## src/rtl/ps2_kbd_pkg.sv

```systemverilog
// Shared definitions for the PS/2 keyboard block: CPU register map, STATUS/CTRL
// bit positions and the framer state encoding.
package ps2_kbd_pkg;

  // CPU register addresses (CPU_AB[1:0])
  localparam logic [1:0] REG_STATUS = 2'd0;
  localparam logic [1:0] REG_DATA   = 2'd1;
  localparam logic [1:0] REG_CTRL   = 2'd2;

  // STATUS bit positions
  localparam int unsigned STAT_AVAIL = 0;
  localparam int unsigned STAT_FULL  = 1;
  localparam int unsigned STAT_OVR   = 2;
  localparam int unsigned STAT_PERR  = 3;
  localparam int unsigned STAT_IRQ   = 7;

  // CTRL bit positions
  localparam int unsigned CTRL_IE = 0;

  typedef enum logic [1:0] {
    StIdle,
    StData,
    StParity,
    StStop
  } frame_state_e;

endpackage

```

## src/rtl/ps2_rx_frame.sv

```systemverilog
// PS/2 receive deframer: synchronises the PS/2 clock and data pins, detects
// falling clock edges, collects start/8 data/parity/stop bits and checks odd
// parity. A partial frame is abandoned after TIMEOUT_CYC cycles without an edge.
//
// Ports:
//   clk, rst_n       system clock, async active-low reset
//   ps2_clk, ps2_dat asynchronous PS/2 pins
//   byte_valid       1-cycle pulse, the cycle after a good stop-bit edge
//   rx_byte          received byte, stable while byte_valid is high
//   perr_pulse       1-cycle pulse on a bad parity or stop bit
module ps2_rx_frame
  import ps2_kbd_pkg::*;
#(
  parameter int unsigned TIMEOUT_CYC = 16000,
  parameter int unsigned SYNC_STAGES = 2  // must be >= 2
) (
  input  logic       clk,
  input  logic       rst_n,
  input  logic       ps2_clk,
  input  logic       ps2_dat,
  output logic       byte_valid,
  output logic [7:0] rx_byte,
  output logic       perr_pulse
);

  localparam int unsigned CntW = $clog2(TIMEOUT_CYC + 1);
  localparam logic [CntW-1:0] CntMax = CntW'(TIMEOUT_CYC);

  logic [SYNC_STAGES-1:0] clk_sync_q, clk_sync_d;
  logic [SYNC_STAGES-1:0] dat_sync_q, dat_sync_d;
  logic                   clk_prev_q, clk_prev_d;
  frame_state_e           state_q, state_d;
  logic [2:0]             bit_cnt_q, bit_cnt_d;
  logic [7:0]             shift_q, shift_d;
  logic                   par_q, par_d;
  logic [CntW-1:0]        idle_cnt_q, idle_cnt_d;
  logic                   byte_valid_q, byte_valid_d;
  logic                   perr_q, perr_d;

  logic clk_s, dat_s, fall;

  assign clk_s = clk_sync_q[SYNC_STAGES-1];
  assign dat_s = dat_sync_q[SYNC_STAGES-1];
  assign fall  = clk_prev_q & ~clk_s;

  always_comb begin
    clk_sync_d   = {clk_sync_q[SYNC_STAGES-2:0], ps2_clk};
    dat_sync_d   = {dat_sync_q[SYNC_STAGES-2:0], ps2_dat};
    clk_prev_d   = clk_s;
    state_d      = state_q;
    bit_cnt_d    = bit_cnt_q;
    shift_d      = shift_q;
    par_d        = par_q;
    byte_valid_d = 1'b0;
    perr_d       = 1'b0;

    // Saturating count of cycles since the last falling edge
    if (fall) begin
      idle_cnt_d = '0;
    end else if (idle_cnt_q != CntMax) begin
      idle_cnt_d = idle_cnt_q + CntW'(1);
    end else begin
      idle_cnt_d = idle_cnt_q;
    end

    unique case (state_q)
      StIdle: begin
        if (fall && !dat_s) begin
          state_d   = StData;
          bit_cnt_d = 3'd0;
        end
      end
      StData: begin
        if (fall) begin
          shift_d   = {dat_s, shift_q[7:1]};  // LSB arrives first
          bit_cnt_d = bit_cnt_q + 3'd1;
          if (bit_cnt_q == 3'd7) state_d = StParity;
        end
      end
      StParity: begin
        if (fall) begin
          par_d   = dat_s;
          state_d = StStop;
        end
      end
      StStop: begin
        if (fall) begin
          state_d = StIdle;
          if (dat_s && (^{shift_q, par_q})) byte_valid_d = 1'b1;
          else                              perr_d       = 1'b1;
        end
      end
      default: state_d = StIdle;
    endcase

    // Stalled partial frame is dropped silently
    if (state_q != StIdle && !fall && idle_cnt_q == CntMax) state_d = StIdle;
  end

  always_ff @(posedge clk or negedge rst_n) begin
    if (!rst_n) begin
      clk_sync_q   <= '1;
      dat_sync_q   <= '1;
      clk_prev_q   <= 1'b1;
      state_q      <= StIdle;
      bit_cnt_q    <= 3'd0;
      shift_q      <= 8'h00;
      par_q        <= 1'b0;
      idle_cnt_q   <= '0;
      byte_valid_q <= 1'b0;
      perr_q       <= 1'b0;
    end else begin
      clk_sync_q   <= clk_sync_d;
      dat_sync_q   <= dat_sync_d;
      clk_prev_q   <= clk_prev_d;
      state_q      <= state_d;
      bit_cnt_q    <= bit_cnt_d;
      shift_q      <= shift_d;
      par_q        <= par_d;
      idle_cnt_q   <= idle_cnt_d;
      byte_valid_q <= byte_valid_d;
      perr_q       <= perr_d;
    end
  end

  assign byte_valid = byte_valid_q;
  assign rx_byte    = shift_q;
  assign perr_pulse = perr_q;

endmodule

```

## src/rtl/ps2_kbd.sv

```systemverilog
// Receive-only PS/2 keyboard peripheral for the 6502 bus (F400-F4FF).
// Good scan-code bytes are queued in a FIFO and exposed through STATUS, DATA
// and CTRL registers; a level IRQ is raised while enabled and something needs
// attention.
//
// Ports:
//   clk, rst_n       system clock, async active-low reset
//   cs, we, addr     CPU chip select, write enable, register select
//   din              CPU write data
//   dout             registered read data (1-cycle latency)
//   irq              level interrupt request, active high
//   ps2_clk, ps2_dat asynchronous PS/2 pins
module ps2_kbd
  import ps2_kbd_pkg::*;
#(
  parameter int unsigned DEPTH_LOG2  = 3,
  parameter int unsigned TIMEOUT_CYC = 16000,
  parameter int unsigned SYNC_STAGES = 2
) (
  input  logic       clk,
  input  logic       rst_n,
  input  logic       cs,
  input  logic       we,
  input  logic [1:0] addr,
  input  logic [7:0] din,
  output logic [7:0] dout,
  output logic       irq,
  input  logic       ps2_clk,
  input  logic       ps2_dat
);

  localparam int unsigned Depth = 2 ** DEPTH_LOG2;
  localparam logic [DEPTH_LOG2:0] CountFull = (DEPTH_LOG2 + 1)'(Depth);

  logic       byte_valid, perr_pulse;
  logic [7:0] rx_byte;

  ps2_rx_frame #(
    .TIMEOUT_CYC(TIMEOUT_CYC),
    .SYNC_STAGES(SYNC_STAGES)
  ) u_rx (
    .clk       (clk),
    .rst_n     (rst_n),
    .ps2_clk   (ps2_clk),
    .ps2_dat   (ps2_dat),
    .byte_valid(byte_valid),
    .rx_byte   (rx_byte),
    .perr_pulse(perr_pulse)
  );

  logic [7:0]            mem_q [Depth];
  logic [DEPTH_LOG2-1:0] wr_ptr_q, wr_ptr_d;
  logic [DEPTH_LOG2-1:0] rd_ptr_q, rd_ptr_d;
  logic [DEPTH_LOG2:0]   count_q, count_d;
  logic                  rd_prev_q, rd_prev_d;
  logic                  ovr_q, ovr_d;
  logic                  perr_q, perr_d;
  logic                  ie_q, ie_d;
  logic                  irq_q, irq_d;
  logic [7:0]            dout_q, dout_d;

  logic avail, full, rd_data, pop, wr_en, ovf, reg_wr;
  logic [7:0] status;

  assign avail   = (count_q != '0);
  assign full    = (count_q == CountFull);
  assign rd_data = cs & ~we & (addr == REG_DATA);
  // Only the first cycle of a (possibly RDY-stretched) read pops
  assign pop     = rd_data & ~rd_prev_q & avail;
  // A push into a full FIFO still fits when the same cycle pops
  assign wr_en   = byte_valid & (~full | pop);
  assign ovf     = byte_valid & full & ~pop;
  assign reg_wr  = cs & we;

  always_comb begin
    status              = 8'h00;
    status[STAT_AVAIL]  = avail;
    status[STAT_FULL]   = full;
    status[STAT_OVR]    = ovr_q;
    status[STAT_PERR]   = perr_q;
    status[STAT_IRQ]    = irq_q;
  end

  always_comb begin
    wr_ptr_d  = wr_ptr_q;
    rd_ptr_d  = rd_ptr_q;
    count_d   = count_q;
    rd_prev_d = rd_data;
    ovr_d     = ovr_q;
    perr_d    = perr_q;
    ie_d      = ie_q;

    if (wr_en) wr_ptr_d = wr_ptr_q + DEPTH_LOG2'(1);
    if (pop)   rd_ptr_d = rd_ptr_q + DEPTH_LOG2'(1);
    if (wr_en && !pop)      count_d = count_q + (DEPTH_LOG2 + 1)'(1);
    else if (!wr_en && pop) count_d = count_q - (DEPTH_LOG2 + 1)'(1);

    // Hardware set wins over a same-cycle write-1-to-clear
    if (reg_wr && addr == REG_STATUS) begin
      if (din[STAT_OVR])  ovr_d  = 1'b0;
      if (din[STAT_PERR]) perr_d = 1'b0;
    end
    if (ovf)        ovr_d  = 1'b1;
    if (perr_pulse) perr_d = 1'b1;

    if (reg_wr && addr == REG_CTRL) ie_d = din[CTRL_IE];

    irq_d = ie_q & (avail | ovr_q | perr_q);

    // Uses pre-pop state so a DATA read returns the byte being popped
    unique case (addr)
      REG_STATUS: dout_d = status;
      REG_DATA:   dout_d = avail ? mem_q[rd_ptr_q] : 8'h00;
      REG_CTRL:   dout_d = {7'b0, ie_q};
      default:    dout_d = 8'h00;
    endcase
  end

  always_ff @(posedge clk) begin
    if (wr_en) mem_q[wr_ptr_q] <= rx_byte;
  end

  always_ff @(posedge clk or negedge rst_n) begin
    if (!rst_n) begin
      wr_ptr_q  <= '0;
      rd_ptr_q  <= '0;
      count_q   <= '0;
      rd_prev_q <= 1'b0;
      ovr_q     <= 1'b0;
      perr_q    <= 1'b0;
      ie_q      <= 1'b0;
      irq_q     <= 1'b0;
      dout_q    <= 8'h00;
    end else begin
      wr_ptr_q  <= wr_ptr_d;
      rd_ptr_q  <= rd_ptr_d;
      count_q   <= count_d;
      rd_prev_q <= rd_prev_d;
      ovr_q     <= ovr_d;
      perr_q    <= perr_d;
      ie_q      <= ie_d;
      irq_q     <= irq_d;
      dout_q    <= dout_d;
    end
  end

  logic unused_din;
  assign unused_din = ^{din[7:4], din[1]};

  assign dout = dout_q;
  assign irq  = irq_q;

endmodule
```

## config.mk

```make
export PLATFORM = sky130hd
export DESIGN_NAME = ps2_kbd
export DESIGN_NICKNAME = d
export VERILOG_FILES = /design/src/rtl/ps2_kbd_pkg.sv /design/src/rtl/ps2_rx_frame.sv /design/src/rtl/ps2_kbd.sv
export SDC_FILE = /design/constraint.sdc
export NUM_CORES = 1
export LEC_CHECK = 0
export ABC_AREA = 0
export CORE_ASPECT_RATIO = 0.6
export CORE_UTILIZATION = 64
export CTS_CLUSTER_SIZE = 16
export DETAILED_ROUTE_END_ITERATION = 12
export PLACE_DENSITY = 0.82
export RECOVER_POWER = 100
export SETUP_SLACK_MARGIN = 0.15
export SYNTH_ARGS = -nofsm -noshare
export SYNTH_HDL_FRONTEND = slang
export SYNTH_SLANG_ARGS = --single-unit
export TNS_END_PERCENT = 10
```

## constraint.sdc

```tcl
create_clock -name clk -period 5.24 [get_ports clk]
set_input_delay 0.786 -clock clk [delete_from_list [all_inputs] [get_ports clk]]
set_output_delay 0.786 -clock clk [all_outputs]
set_load 0.02 [all_outputs]
```

# Yosys cells after proc, flatten, opt, wreduce, memory -nomap -nowiden
# Memory sizes are Yosys's and may differ from the RTL's.
# Cells that the tools add are included.
# word_totals
ram_bits	64
word_cells	120
register_bits	58
mem_count	1
out_inout_bits	9
# mem_list
name	words	word_bits	rd	rd_ports_with_merged_regs	wr	line_no	source
mem_q	8	8	1	0	1	ps2_kbd.sv:51	logic [7:0] mem_q [Depth];
# op_classes
n_mux	30
n_reduce_logical	30
bitwise	18
add_sub_neg	6
eq_ne	16
# op_table
op	count
two-way mux 14 bit	2
case mux 8 bit (3 select lines)	1
nonzero test 2 bit	8
!= test 3 x 1 -> 1 bit (second input constant)	5
adder 14 x 1 -> 14 bit (second input constant)	1
equality test 14 bit (second input constant)	1
two-way mux 1 bit	14
!= test 14 bit (second input constant)	1
two-way mux 2 bit	6
bitwise AND 1 bit	10
adder 3 x 1 -> 3 bit (second input constant)	3
parity 9 bit	1
logical AND 1 bit	8
two-way mux 4 bit	2
two-way mux 8 bit	1
case mux 2 bit (4 select lines)	1
AND reduction 2 bit	4
equality test 2 bit (second input constant)	3
two-way mux 3 bit	2
case mux 3 bit (2 select lines)	1
NOT 1 bit	5
AND reduction 5 bit	1
adder 4 x 1 -> 4 bit (second input constant)	1
equality test 2 x 1 -> 1 bit (second input constant)	2
9 further kinds	16

# Logic depth before layout (Yosys ltp)
# Gate-level depths: netlist of the first run.
# logic_depth
ltp_word	11
depth_mapped	12

# Modules after synthesis
# A second synthesis of the first run with hierarchy kept.
# hier_totals
hier_cells	357
hier_area_um2	5268.8
# modules_own_cells
mod	instances	cells_each	area_each_um2	seq_area_each_um2
ps2_kbd	1	197	3509.6	2497.4
ps2_rx_frame	1	160	1759.2	882.1

# Worst setup path after synthesis of the first run
# No wires, ideal clock.
# synth_timing
path_type	input port to flip-flop
from	input port we
to	register count_q[3]
slack_ns	2.450
stages	11
t_required_ns	5.115
setup_ns	0.125
path_buffers	0
arrival_time_ns	2.665
cell_sequence	nand4bb_1 > nor3b_1 > inv_1 > ha_1 > inv_1 > ha_1 > a21o_1 > a21oi_1 > xnor2_1 > nor2_1 > xor2_1
# synth_via
elab_chain_cells	10
word_cells_on_any_way	13
# synth_lines
element	line_no	source
start: declaration	ps2_kbd.sv:23	input logic we,
NOT 1 bit *	ps2_kbd.sv:67	assign rd_data = cs & ~we & (addr == REG_DATA);
bitwise AND 1 bit * (2 in series)	ps2_kbd.sv:67	
bitwise AND 1 bit * (2 in series)	ps2_kbd.sv:69	assign pop = rd_data & ~rd_prev_q & avail;
OR 1 bit	ps2_kbd.sv:71	assign wr_en = byte_valid & (~full | pop);
bitwise AND 1 bit	ps2_kbd.sv:71	
logical NOT 1 bit	ps2_kbd.sv:96	else if (!wr_en && pop) count_d = count_q - (DEPTH_LOG2 + 1)'(1);
logical AND 1 bit	ps2_kbd.sv:96	
nonzero test 2 bit (no line)	n/a	
end signal: assignment	ps2_kbd.sv:137	count_q <= count_d;
end: declaration	ps2_kbd.sv:54	logic [DEPTH_LOG2:0] count_q, count_d;
# Mark *: on every way between the ends. The rest lies on a longest branch, timed or not.
# A chain may end at the register's enable or synchronous reset.

# Worst setup path after layout of the first run
# layout_timing
from	input port addr[1]
to	register count_q[3]
# layout_via
elab_chain_cells	9
word_cells_on_any_way	12
# layout_lines
element	line_no	source
start: declaration	ps2_kbd.sv:24	input logic [1:0] addr,
equality test 2 x 1 -> 1 bit *	ps2_kbd.sv:67	
bitwise AND 1 bit *	ps2_kbd.sv:67	
bitwise AND 1 bit * (2 in series)	ps2_kbd.sv:69	
OR 1 bit	ps2_kbd.sv:71	
bitwise AND 1 bit	ps2_kbd.sv:71	
logical NOT 1 bit	ps2_kbd.sv:96	
logical AND 1 bit	ps2_kbd.sv:96	
nonzero test 2 bit (no line)	n/a	
# Marks and branches as above.

==> results of run 1 <==
[cell families (layout without fill, tap and decap cells)]
| kind of cell | after synthesis | in the layout | share of synthesized area, % |
|---|---|---|---|
| flops | 122 | 122 | 65.7 |
| compound gates | 33 | 33 | 3.84 |
| mux | 37 | 37 | 11.4 |
| buf+inv | 19 | 67 | 1.51 |
| fa+ha+maj | 14 | 14 | 3.55 |
| xor+xnor | 24 | 24 | 4.35 |
| simple gates | 98 | 98 | 9.65 |
[worst paths after layout]
| check | cells past startpoint | end | startpoint |
|---|---|---|---|
| min in group asynchronous | 2 | u_rx.idle_cnt_q[7]$_DFFE_PN0P_ | rst_n |
| worst max-delay path | 12 | count_q[3]$_DFFE_PN0P_ | addr[1] |
| worst min-delay path | 0 | u_rx.dat_sync_q[1]$_DFF_PN1_ | u_rx.dat_sync_q[0]$_DFF_PN1_ |
| worst min register to register | 0 | u_rx.dat_sync_q[1]$_DFF_PN1_ | u_rx.dat_sync_q[0]$_DFF_PN1_ |
| worst max register to register | 4 | u_rx.bit_cnt_q[0]$_DFFE_PN0P_ | u_rx.clk_prev_q$_DFF_PN1_ |
| max in group asynchronous | 2 | u_rx.bit_cnt_q[2]$_DFFE_PN0P_ | rst_n |
[metrics by stage]
step,hold slack (ns),std cells,power (mW),cell area (um^2)
global placement,0.346,467,2.13,5470
CTS,0.354,499,3.31,6030
global route,0.356,499,3.44,6010
detailed placement,0.347,467,2.18,5470
floorplan,0.345,347,1.94,5140
finish,0.354,499,3.29,6010
[cell usage in the layout, fill, tap and decap left out, types with 8 or more instances in the layout]
cell type | Yosys | routed
sky130_fd_sc_hd__mux2_2 | 13 | 13
sky130_fd_sc_hd__mux4_2 | 16 | 16
sky130_fd_sc_hd__xnor2_1 | 18 | 18
sky130_fd_sc_hd__edfxtp_1 | 64 | 64
sky130_fd_sc_hd__dlygate4sd3_1 | 0 | 12
sky130_fd_sc_hd__ha_1 | 13 | 13
sky130_fd_sc_hd__nor2_1 | 25 | 25
sky130_fd_sc_hd__inv_1 | 10 | 10
sky130_fd_sc_hd__dfrtp_1 | 53 | 53
sky130_fd_sc_hd__mux2i_1 | 8 | 8
sky130_fd_sc_hd__clkbuf_16 | 0 | 19
sky130_fd_sc_hd__clkbuf_1 | 4 | 10
sky130_fd_sc_hd__nand2_1 | 27 | 27
sky130_fd_sc_hd__o21ai_0 | 14 | 15
[critical path: stages]
cell	delay (ns)
sky130_fd_sc_hd__dlygate4sd3_1	0.61
sky130_fd_sc_hd__nand4bb_1	0.27
sky130_fd_sc_hd__nor3b_1	0.61
sky130_fd_sc_hd__inv_1	0.10
sky130_fd_sc_hd__ha_1	0.25
sky130_fd_sc_hd__inv_1	0.13
sky130_fd_sc_hd__ha_1	0.25
sky130_fd_sc_hd__a21o_1	0.17
sky130_fd_sc_hd__a21oi_1	0.18
sky130_fd_sc_hd__xnor2_1	0.14
sky130_fd_sc_hd__nor2_1	0.07
sky130_fd_sc_hd__xor2_1	0.14
[power breakdown]
part           internal, mW  total (mW)  switching [mW]
clock                 0.714        1.11           0.393
combinational         0.406       0.745           0.339
sequential             1.19        1.44           0.247
total                  2.31        3.29           0.979
[layer usage]
layer	wire length [um]	up-vias
met2	5120	166
met3	1010	34
met1	4270	1536
li1	-	1356
met5	0	-
met4	360	0
[final cells by class]
cell class	count	area [um^2]	area share [%]
Multi-Input combinational cell	206	1690	28.0
Tap cell	104	130	2.17
Clock buffer	24	504	8.39
Timing Repair Buffer	25	208	3.46
Clock inverter	8	65.1	1.08
Sequential cell	122	3380	56.2
Inverter	10	37.5	0.625
[state kept, by name, summed over array words and instances (netlist names), 3 cells and up]
register,cells
rd_ptr_q,3
u_rx.rx_byte,8
u_rx.bit_cnt_q,3
mem_q,64
wr_ptr_q,3
u_rx.idle_cnt_q,14
dout,8
count_q,4
==> impl_table.tex, run 1 <==
\begin{tabular}{lr}
\hline
Metric & Value \\
\hline
\multicolumn{2}{l}{\textbf{Run status}} \\
Outcome & finished with violations \\
Violated checks & max-capacitance violations, max-slew violations \\
\multicolumn{2}{l}{\textbf{Yosys}} \\
Post-Syn Area & approximately 5000 um\^{}2 \\
Fraction of post-synthesis cell area in the top cell type by area & between 30\% and 40\% \\
Synth Warn \# & 0 \\
Synthesized area per cell & 14.8 um\^{}2 \\
Primary flip-flop cell chosen by synthesis mapping & sky130\_fd\_sc\_hd\_\_edfxtp\_1 \\
Ranking of synthesized cells by area & sky130\_fd\_sc\_hd\_\_edfxtp\_1, sky130\_fd\_sc\_hd\_\_dfrtp\_1, sky130\_fd\_sc\_hd\_\_mux4\_2 \\
Number of instances in the synthesized netlist & roughly 350 \\
Post-synth cell types & between 40 and 50 \\
Top-count cell post-synth & sky130\_fd\_sc\_hd\_\_edfxtp\_1 \\
Sequential-to-total area share from yosys stat & about two thirds \\
Commonest cells in the netlist & sky130\_fd\_sc\_hd\_\_edfxtp\_1, sky130\_fd\_sc\_hd\_\_dfrtp\_1, sky130\_fd\_sc\_hd\_\_nand2\_1 \\
Count of flip-flops with a built-in enable after synthesis & 64 \\
Cell taking the most area after synthesis & sky130\_fd\_sc\_hd\_\_edfxtp\_1 \\
Synthesized netlist net count & 377 \\
Number of storage elements in the synthesis netlist & 122 \\
Fraction of registers with async set/reset & 47.5\% \\
\multicolumn{2}{l}{\textbf{Timing}} \\
Post-layout minimum cycle time & roughly 3.4 ns \\
Worst slew margin & -103\% \\
Minimum setup slack in the final design & about 1.8 ns \\
Hold Fails Final Rpt & 0 \\
Final TNS setup & 0 ns \\
Setup repair after global routing missed its margin & false \\
Number of max-slew violations in the final report & 84 \\
Clock Skews & roughly 0.0093 ns \\
Post-route fraction of the period consumed by the critical path & 65.2\% \\
FMAX & just under 300 MHz \\
Worst-Margin Slew & $\sim$3.1 ns \\
Count of final setup violators & 0 \\
\multicolumn{2}{l}{\textbf{Detailed routing}} \\
Drt first pass iters & 5 \\
Total number of vias & 3,092 \\
Mean number of vias per cell & 6.20 \\
Final routed DRC violation total & 0 \\
Antenna Violating Nets Remaining & 0 \\
Post-DR wirelength/cell & between 20 and 25 um \\
1st-iter DRT viols & 339 \\
Overall routed net length & between 10,000 and 15,000 um \\
\multicolumn{2}{l}{\textbf{Global routing}} \\
Global route hottest layer & met2 \\
Combined global-route utilization of all metal layers & between 20\% and 30\% \\
Global-route wire length before repair & 16,900 um \\
Met2 track utilization from global routing & a little under half \\
Global-route track usage on met1 & $\sim$36\% \\
Number of antenna violations at the first check in global routing & 0 \\
Overflow left after global routing & 0 \\
Global-route met3 utilization & 10.6\% \\
Via count of the first global-routing pass & between 3,000 and 4,000 \\
Maximum number of pins on one net before global-route repair & 59 \\
\multicolumn{2}{l}{\textbf{CTS}} \\
Number of buffers on the longest clock path & 2 \\
Setup Buffers After CTS & 0 \\
TritonCTS Buffers & 17 \\
Hold\_buf cts & 0 \\
Clock latency of the later-clocked register in the worst-skew pair & roughly 0.42 ns \\
Clock tree root driver cell & sky130\_fd\_sc\_hd\_\_clkbuf\_16 \\
\# H-tree levels & 4 \\
Clk sinks & 122 \\
CTS tree & yes \\
Post-CTS resize count & 0 \\
Clk pin slew, worst setup/hold paths & 0.06 ns \\
\multicolumn{2}{l}{\textbf{Flow run}} \\
Total of max-cap violations & 2 \\
\multicolumn{2}{l}{\textbf{Pwr}} \\
Pwr/cell area & about 550 nW/um\^{}2 \\
Leak pwr & between 2 and 2.5 nW \\
Maximum resistive drop on vdd & roughly 0.32 mV \\
\multicolumn{2}{l}{\textbf{Final layout}} \\
Area added between synthesis and finish & 16.8\% \\
End-of-flow core utilization & between 80 and 90\% \\
Final net count & 412 \\
Ant diodes & 0 \\
Ratio of cells with drive above 1 in the final layout & 16.7\% \\
Total of fill cells in the finished design & slightly below 400 \\
\multicolumn{2}{l}{\textbf{Placement}} \\
Final GP Congestion & around 0.77 \\
HPWL reported at the end of detailed placement & 6240 um \\
Number of buffers added on ports & 19 \\
Pre-CTS setup slack & between 1.5 and 2 ns \\
\multicolumn{2}{l}{\textbf{Worst setup path}} \\
Critical Path AT & around 3.7 ns \\
Type of the worst setup path & in -> reg \\
Data required time at the worst endpoint & between 5 and 6 ns \\
Worst setup EP type & register \\
Largest driver fanout on the critical path & 6 \\
Register-to-Register Setup Slack & 2.32 ns \\
Startpoint type of the worst setup path & input port \\
\multicolumn{2}{l}{\textbf{Floorplanning}} \\
Effective utilization at floorplan & between 60\% and 70\% \\
IO Count & 25 \\
Floorplan Core Area & between 7000 and 8000 um\^{}2 \\
Chip width & 118 um \\
DIE HEIGHT & slightly above 70 um \\
Number of standard-cell rows in the floorplan & 24 \\
Die Area & 8410 um\^{}2 \\
\multicolumn{2}{l}{\textbf{Hold path}} \\
HP Class & reg -> reg \\
\hline
\end{tabular}
No activity file was read; power rests on OpenSTA's default activity.
==> run 2, diff against run 1 <==
Settings changed: CORE_UTILIZATION 64 to 54, PLACE_DENSITY 0.82 to 0.74.
Clock period 5.24 ns to 2.8 ns, I/O delays scaled along.
==> impl_table.tex, run 2 (same netlist as run 1, synthesis figures left out) <==
\begin{tabular}{lr}
\hline
Metric & Value \\
\hline
\multicolumn{2}{l}{\textbf{Timing}} \\
Number of max-slew violations in the final report & 0 (was 84) \\
Hold Fails Final Rpt & 0 (unchanged) \\
Worst-Margin Slew & 1.30 ns (was 3.05 ns) \\
Minimum setup slack in the final design & 0.278 ns (was 1.82 ns) \\
Post-layout minimum cycle time & 2.52 ns \\
Count of final setup violators & 0 (unchanged) \\
FMAX & around 400 MHz \\
Worst slew margin & 13.1\% (was -103\%) \\
Setup repair after global routing missed its margin & false (unchanged) \\
Post-route fraction of the period consumed by the critical path & between 90 and 100\% \\
Clock Skews & 0.00984 ns (was 0.00928 ns) \\
Final TNS setup & 0 ns (unchanged) \\
\multicolumn{2}{l}{\textbf{Detailed routing}} \\
Final routed DRC violation total & 0 (unchanged) \\
Drt first pass iters & 4 (was 5) \\
Antenna Violating Nets Remaining & 0 (unchanged) \\
Post-DR wirelength/cell & 18.0 um (was 21.5 um) \\
Mean number of vias per cell & 5.48 (was 6.20) \\
1st-iter DRT viols & 227 (was 339) \\
Total number of vias & 2,966 (was 3,092) \\
Overall routed net length & 9730 um (was 10,700 um) \\
\multicolumn{2}{l}{\textbf{Pwr}} \\
Fraction of power spent switching nets & 29.2\% (was 29.7\%) \\
Maximum resistive drop on vdd & 0.495 mV (was 0.317 mV) \\
Part of the power in registers & 42.1\% (was 43.8\%) \\
Switching power & 1.81 mW (was 0.979 mW) \\
Leak pwr & 2.38 nW (was 2.35 nW) \\
Pwr/cell area & 1010 nW/um\^{}2 (was 548 nW/um\^{}2) \\
Share of power burned in the clock network & 34.6\% (was 33.6\%) \\
Logic gate share of total power & 23.3\% (was 22.6\%) \\
Internal power & 4.39 mW (was 2.31 mW) \\
\multicolumn{2}{l}{\textbf{Final layout}} \\
Finished Layout Cells & 541 (was 499) \\
Commonest non-fill, non-tap cell in the layout & sky130\_fd\_sc\_hd\_\_edfxtp\_1 (unchanged) \\
Register ranked first by flip-flop count & mem\_q (unchanged) \\
Ratio of cells with drive above 1 in the final layout & 17.0\% (was 16.7\%) \\
End-of-flow core utilization & 66.6\% (was 80.1\%) \\
Highest-count cells in the layout ignoring fill and taps & sky130\_fd\_sc\_hd\_\_edfxtp\_1, sky130\_fd\_sc\_hd\_\_dfrtp\_1, sky130\_fd\_sc\_hd\_\_nand2\_1 (unchanged) \\
Ant diodes & 0 (unchanged) \\
Final net count & 428 (was 412) \\
Total of fill cells in the finished design & 638 (was 395) \\
Area added between synthesis and finish & 19.4\% (was 16.8\%) \\
Post-route design area & 6140 um\^{}2 (was 6010 um\^{}2) \\
Max reg flops & 64 (unchanged) \\
Largest registers & mem\_q (64), u\_rx.idle\_cnt\_q (14) (unchanged) \\
\multicolumn{2}{l}{\textbf{CTS}} \\
Clk sinks & 122 (unchanged) \\
Clk pin slew, worst setup/hold paths & 0.06 ns (about the same) \\
Clock latency of the later-clocked register in the worst-skew pair & 0.41 ns (was 0.42 ns) \\
CTS tree & yes (unchanged) \\
Setup Buffers After CTS & 0 (unchanged) \\
TritonCTS Buffers & 17 (unchanged) \\
Clock tree root driver cell & sky130\_fd\_sc\_hd\_\_clkbuf\_16 (unchanged) \\
\# H-tree levels & 4 (unchanged) \\
Number of buffers on the longest clock path & 2 (unchanged) \\
\multicolumn{2}{l}{\textbf{Floorplanning}} \\
Floorplan Core Area & 9220 um\^{}2 (was 7510 um\^{}2) \\
Effective utilization at floorplan & 55.8\% (was 68.5\%) \\
Die Area & 9940 um\^{}2 (was 8410 um\^{}2) \\
IO Count & 25 (unchanged) \\
Number of standard-cell rows in the floorplan & 27 (was 24) \\
Chip width & 128 um (was 118 um) \\
DIE HEIGHT & 77.6 um (was 71.5 um) \\
\multicolumn{2}{l}{\textbf{Run status}} \\
Outcome & completed (was finished with violations) \\
\multicolumn{2}{l}{\textbf{Placement}} \\
Number of buffers added on ports & 19 (unchanged) \\
Final GP Congestion & 0.783 (was 0.765) \\
HPWL reported at the end of detailed placement & 6130 um (was 6240 um) \\
Pre-CTS setup slack & -0.0726 ns (was 1.60 ns) \\
Number of placed instances with taps included & 508 (was 467) \\
Dpl cell area & 5610 um\^{}2 (was 5470 um\^{}2) \\
\multicolumn{2}{l}{\textbf{Global routing}} \\
Overflow left after global routing & 0 (unchanged) \\
Global-route wire length before repair & 15,900 um (was 16,900 um) \\
Maximum number of pins on one net before global-route repair & 26 (was 59) \\
Number of antenna violations at the first check in global routing & 0 (unchanged) \\
Via count of the first global-routing pass & 3,030 (was 3,087) \\
Combined global-route utilization of all metal layers & 22.4\% (was 28.9\%) \\
\multicolumn{2}{l}{\textbf{Worst setup path}} \\
Critical Path AT & 2.82 ns (was 3.72 ns) \\
Slowest cell on crit path & sky130\_fd\_sc\_hd\_\_dfrtp\_1 (was sky130\_fd\_sc\_hd\_\_dlygate4sd3\_1) \\
Register-to-Register Setup Slack & 0.28 ns (was 2.32 ns) \\
Largest stage delay on the critical path & 0.44 ns (was 0.61 ns) \\
Largest driver fanout on the critical path & 4 (was 6) \\
Worst setup EP type & register (unchanged) \\
Reg-to-Reg End & count\_q[3]\$\_DFFE\_PN0P\_ (was u\_rx.bit\_cnt\_q[0]\$\_DFFE\_PN0P\_) \\
Critical R2R Launch & count\_q[0]\$\_DFFE\_PN0P\_ (was u\_rx.clk\_prev\_q\$\_DFF\_PN1\_) \\
Type of the worst setup path & reg -> reg (was in -> reg) \\
Worst Reg-to-Reg Cells & 12 (was 4) \\
Chain of cells forming the critical path & nor3\_1 > nand2b\_1 > nor3b\_1 > inv\_1 > ha\_1 > inv\_1 > ha\_1 > a21o\_1 > a21oi\_1 > xnor2\_1 > nor2\_1 > xor2\_1 (was dlygate4sd3\_1 > nand4bb\_1 > nor3b\_1 > inv\_1 > ha\_1 > inv\_1 > ha\_1 > a21o\_1 > a21oi\_1 > xnor2\_1 > nor2\_1 > xor2\_1) \\
Buf/Inv on CP & 2 (was 3) \\
Startpoint type of the worst setup path & register (was input port) \\
Data required time at the worst endpoint & 3.10 ns (was 5.54 ns) \\
Crit. path cell count & 12 (unchanged) \\
Top Family by Delay on Critical Path & simple AND/OR/NAND/NOR gates (unchanged) \\
\multicolumn{2}{l}{\textbf{Hold path}} \\
Source of the worst hold timing path & u\_rx.dat\_sync\_q[0]\$\_DFF\_PN1\_ (unchanged) \\
HP Class & reg -> reg (unchanged) \\
Hold path depth & 0 (unchanged) \\
WHS Endpoint & u\_rx.dat\_sync\_q[1]\$\_DFF\_PN1\_ (unchanged) \\
\multicolumn{2}{l}{\textbf{Flow run}} \\
Total of max-cap violations & 0 (was 2) \\
\hline
\end{tabular}
-- run 2: cell type report --
type                       instances  area [um^2]  area share, %
timing repair buffer              41          294           4.79
clock inverter                    14          154           2.51
tap                              130          163           2.65
multi-input combinational        206         1690           27.4
sequential                       122         3380           55.0
clock buffer                      18          429           6.99
inverter                          10         37.5          0.611
-- run 2: what timing repair did --
action / 4_1_cts / 5_1_grt
hold endpoints to repair: 1 / 0
endpoints found under the setup margin: 0 / 1
hold buffers: 1 / 0
gates resized for setup: 0 / 1
-- run 2: routing by layer --
| layer | share of wire, % | track usage [%] | routed length, um | up-vias |
|---|---|---|---|---|
| met4 | 0.75 | 6.00 | 73 | 0 |
| met3 | 6.5 | 7.79 | 630 | 10 |
| met1 | 47 | 31.0 | 4540 | 1489 |
| met2 | 46 | 34.0 | 4480 | 88 |
| li1 | - | - | - | 1379 |
| met5 | 0 | 0 | 0 | - |
-- run 2: power groups by stage --
stage,logic (mW),clock network [mW],registers (mW)
final,1.45,2.15,2.61
after global routing,1.62,2.26,2.65
after CTS,1.49,2.18,2.61
after detailed placement,1.46,0,2.64
after global placement,1.41,0,2.61
after floorplan,1.11,0,2.52
-- run 2: worst reg2reg max path: cells and delay by family (launching register included) --
family	cells	cell delay, ns
xor gates and xnor gates	2	0.28
DFF	1	0.44
and+or+nand+nor	4	0.73
AOI/OAI and AO/OA	2	0.39
buffers and inverters	2	0.13
adders and majority gates	2	0.43
-- run 2: metrics by stage --
stage	power, mW	hold slack [ns]
5_1_grt	6.53	0.358
3_3_place_gp	4.02	0.346
3_5_place_dp	4.10	0.347
4_1_cts	6.27	0.355
6_report	6.20	0.355
2_1_floorplan	3.63	0.124
-- run 2: worst max-delay path by stage --
stage	startpoint	endpoint	slack (ns)
after global placement	we	count_q[3]$_DFFE_PN0P_	0.009
after CTS	count_q[0]$_DFFE_PN0P_	count_q[3]$_DFFE_PN0P_	0.26
after floorplan	we	count_q[3]$_DFFE_PN0P_	0.38
final	count_q[0]$_DFFE_PN0P_	count_q[3]$_DFFE_PN0P_	0.28
after detailed placement	we	count_q[3]$_DFFE_PN0P_	-0.07
after global routing	count_q[0]$_DFFE_PN0P_	count_q[3]$_DFFE_PN0P_	0.12
==> run 3, diff against run 2 <==
Settings changed: PLACE_DENSITY 0.74 to 0.76.
==> impl_table.tex, run 3 (same netlist as run 1, synthesis figures left out) <==
\begin{tabular}{lr}
\hline
Metric & Value \\
\hline
\multicolumn{2}{l}{\textbf{CTS}} \\
\# H-tree levels & 4 (unchanged) \\
CTS tree & yes (unchanged) \\
Setup Buffers After CTS & 0 (unchanged) \\
Number of buffers on the longest clock path & 2 (unchanged) \\
Clock latency of the later-clocked register in the worst-skew pair & 0.41 ns (about the same) \\
TritonCTS Buffers & 17 (unchanged) \\
Clk sinks & 122 (unchanged) \\
Clock tree root driver cell & sky130\_fd\_sc\_hd\_\_clkbuf\_16 (unchanged) \\
Clk pin slew, worst setup/hold paths & 0.05 ns (was 0.06 ns) \\
\multicolumn{2}{l}{\textbf{Worst setup path}} \\
Worst setup EP type & register (unchanged) \\
Crit. Startpoint & addr[0] (was count\_q[0]\$\_DFFE\_PN0P\_) \\
Top Family by Delay on Critical Path & buffers and inverters (was simple AND/OR/NAND/NOR gates) \\
Slowest cell on crit path & sky130\_fd\_sc\_hd\_\_dlygate4sd3\_1 (was sky130\_fd\_sc\_hd\_\_dfrtp\_1) \\
Buf/Inv on CP & 3 (was 2) \\
Reg-to-Reg End & count\_q[3]\$\_DFFE\_PN0P\_ (unchanged) \\
Chain of cells forming the critical path & dlygate4sd3\_1 > nand4bb\_1 > o211ai\_1 > nand2\_1 > inv\_1 > ha\_1 > inv\_1 > ha\_1 > a21o\_1 > a21oi\_1 > xnor2\_1 > nor2\_1 > xor2\_1 (was nor3\_1 > nand2b\_1 > nor3b\_1 > inv\_1 > ha\_1 > inv\_1 > ha\_1 > a21o\_1 > a21oi\_1 > xnor2\_1 > nor2\_1 > xor2\_1) \\
Data required time at the worst endpoint & 3.08 ns (was 3.10 ns) \\
Critical R2R Launch & count\_q[0]\$\_DFFE\_PN0P\_ (unchanged) \\
Largest stage delay on the critical path & 0.54 ns (was 0.44 ns) \\
Type of the worst setup path & in -> reg (was reg -> reg) \\
Register-to-Register Setup Slack & 0.38 ns (was 0.28 ns) \\
Startpoint type of the worst setup path & input port (was register) \\
Worst Reg-to-Reg Cells & 12 (unchanged) \\
Critical Path AT & 2.75 ns (was 2.82 ns) \\
Largest driver fanout on the critical path & 3 (was 4) \\
\multicolumn{2}{l}{\textbf{Final layout}} \\
Post-route design area & 6180 um\^{}2 (was 6140 um\^{}2) \\
Commonest non-fill, non-tap cell in the layout & sky130\_fd\_sc\_hd\_\_edfxtp\_1 (unchanged) \\
Highest-count cells in the layout ignoring fill and taps & sky130\_fd\_sc\_hd\_\_edfxtp\_1, sky130\_fd\_sc\_hd\_\_dfrtp\_1, sky130\_fd\_sc\_hd\_\_nand2\_1 (unchanged) \\
Final net count & 429 (was 428) \\
Register ranked first by flip-flop count & mem\_q (unchanged) \\
End-of-flow core utilization & 67.0\% (was 66.6\%) \\
Max reg flops & 64 (unchanged) \\
Total of fill cells in the finished design & 659 (was 638) \\
Largest registers & mem\_q (64), u\_rx.idle\_cnt\_q (14) (unchanged) \\
Area added between synthesis and finish & 20.2\% (was 19.4\%) \\
Ratio of cells with drive above 1 in the final layout & 17.2\% (was 17.0\%) \\
Ant diodes & 0 (unchanged) \\
Area occupied by multi-input gates & 1690 um\^{}2 (about the same) \\
Combined flip-flop and latch cell area & 3380 um\^{}2 (unchanged) \\
\multicolumn{2}{l}{\textbf{Floorplanning}} \\
DIE HEIGHT & 77.6 um (unchanged) \\
Effective utilization at floorplan & 55.8\% (unchanged) \\
Floorplan Core Area & 9220 um\^{}2 (unchanged) \\
Number of standard-cell rows in the floorplan & 27 (unchanged) \\
Chip width & 128 um (unchanged) \\
IO Count & 25 (unchanged) \\
Die Area & 9940 um\^{}2 (unchanged) \\
\multicolumn{2}{l}{\textbf{Timing}} \\
Worst-Margin Slew & 0.912 ns (was 1.30 ns) \\
Minimum setup slack in the final design & 0.333 ns (was 0.278 ns) \\
Count of final setup violators & 0 (unchanged) \\
FMAX & 405 MHz (was 397 MHz) \\
Worst slew margin & 39.2\% (was 13.1\%) \\
Number of max-slew violations in the final report & 0 (unchanged) \\
Clock Skews & 0.00775 ns (was 0.00984 ns) \\
Tightest hold margin & 0.358 ns (was 0.355 ns) \\
Setup repair after global routing missed its margin & false (unchanged) \\
Post-route fraction of the period consumed by the critical path & 88.1\% (was 90.1\%) \\
Hold Fails Final Rpt & 0 (unchanged) \\
Post-layout minimum cycle time & 2.47 ns (was 2.52 ns) \\
\multicolumn{2}{l}{\textbf{Placement}} \\
Dpl cell area & 5620 um\^{}2 (was 5610 um\^{}2) \\
Number of buffers added on ports & 19 (unchanged) \\
Final GP Congestion & 0.820 (was 0.783) \\
Pre-CTS setup slack & -0.0537 ns (was -0.0726 ns) \\
HPWL reported at the end of detailed placement & 6270 um (was 6130 um) \\
\multicolumn{2}{l}{\textbf{Global routing}} \\
Via count of the first global-routing pass & 3,045 (was 3,030) \\
Maximum number of pins on one net before global-route repair & 30 (was 26) \\
Number of antenna violations at the first check in global routing & 0 (unchanged) \\
Global route hottest layer & met1 (was met2) \\
Met2 track utilization from global routing & 32.3\% (was 34.0\%) \\
Overflow left after global routing & 0 (unchanged) \\
Global-route track usage on met1 & 33.9\% (was 31.0\%) \\
Global-route wire length before repair & 16,200 um (was 15,900 um) \\
Global-route met3 utilization & 5.38\% (was 7.79\%) \\
Combined global-route utilization of all metal layers & 22.7\% (was 22.4\%) \\
\multicolumn{2}{l}{\textbf{Hold path}} \\
HP Class & reg -> reg (unchanged) \\
WHS Endpoint & u\_rx.dat\_sync\_q[1]\$\_DFF\_PN1\_ (unchanged) \\
Hold path depth & 0 (unchanged) \\
Source of the worst hold timing path & u\_rx.dat\_sync\_q[0]\$\_DFF\_PN1\_ (unchanged) \\
\multicolumn{2}{l}{\textbf{Pwr}} \\
Share of power burned in the clock network & 35.7\% (was 34.6\%) \\
Leak pwr & 2.40 nW (was 2.38 nW) \\
Pwr/cell area & 1020 nW/um\^{}2 (was 1010 nW/um\^{}2) \\
Fraction of power spent switching nets & 28.3\% (was 29.2\%) \\
Maximum resistive drop on vdd & 0.599 mV (was 0.495 mV) \\
Logic gate share of total power & 22.3\% (was 23.3\%) \\
Part of the power in registers & 41.9\% (was 42.1\%) \\
Internal power & 4.51 mW (was 4.39 mW) \\
Switching power & 1.79 mW (was 1.81 mW) \\
\multicolumn{2}{l}{\textbf{Detailed routing}} \\
Total number of vias & 2,980 (was 2,966) \\
Overall routed net length & 9740 um (was 9730 um) \\
Post-DR wirelength/cell & 18.0 um (about the same) \\
Antenna Violating Nets Remaining & 0 (unchanged) \\
Final routed DRC violation total & 0 (unchanged) \\
Mean number of vias per cell & 5.50 (was 5.48) \\
Drt first pass iters & 4 (unchanged) \\
1st-iter DRT viols & 269 (was 227) \\
\multicolumn{2}{l}{\textbf{Run status}} \\
Outcome & completed (unchanged) \\
\multicolumn{2}{l}{\textbf{Flow run}} \\
Total of max-cap violations & 0 (unchanged) \\
\hline
\end{tabular}
-- run 3: power groups by stage --
| stage | Sequential [mW] | Combinational [mW] | Clock, mW |
|---|---|---|---|
| global route | 2.69 | 1.55 | 2.38 |
| floorplan | 2.52 | 1.11 | 0 |
| CTS | 2.63 | 1.46 | 2.29 |
| global placement | 2.63 | 1.39 | 0 |
| finish | 2.64 | 1.41 | 2.25 |
| detailed placement | 2.66 | 1.43 | 0 |
-- run 3: metrics by stage --
| step | std cells | total power [mW] | TNS (ns) |
|---|---|---|---|
| final | 542 | 6.30 | 0 |
| after global routing | 542 | 6.62 | 0 |
| after CTS | 542 | 6.38 | 0 |
| after detailed placement | 509 | 4.09 | -0.0537 |
| after global placement | 509 | 4.02 | 0 |
| after floorplan | 347 | 3.63 | 0 |
-- run 3: worst max path at each step --
| stage | to | slack, ns | cells past startpoint |
|---|---|---|---|
| 2_1_floorplan | count_q[3]$_DFFE_PN0P_ | 0.38 | 11 |
| 6_report | count_q[3]$_DFFE_PN0P_ | 0.33 | 13 |
| 3_5_place_dp | count_q[3]$_DFFE_PN0P_ | -0.05 | 13 |
| 5_1_grt | count_q[3]$_DFFE_PN0P_ | 0.14 | 13 |
| 3_3_place_gp | count_q[3]$_DFFE_PN0P_ | 0.05 | 13 |
| 4_1_cts | count_q[3]$_DFFE_PN0P_ | 0.27 | 12 |
-- run 3: cell type report --
class	count	area share, %
flip-flops and latches	122	54.7
well taps	130	2.63
clock buffers	19	7.16
repair buffers	42	4.82
inverters	10	0.607
clock inverters	13	2.83
multi-input cells	206	27.3
-- run 3: layer usage --
metal,share of wire [%],vias to the layer above
met5,0,-
met4,1.1,0
met3,5.1,10
met2,46,62
met1,48,1520
li1,-,1388
-- run 3: repair_timing --
action	4_1_cts	5_1_grt
setup endpoints to repair	0	1
resized for setup	0	2
hold endpoints to repair	14	0
hold buffers	1	0
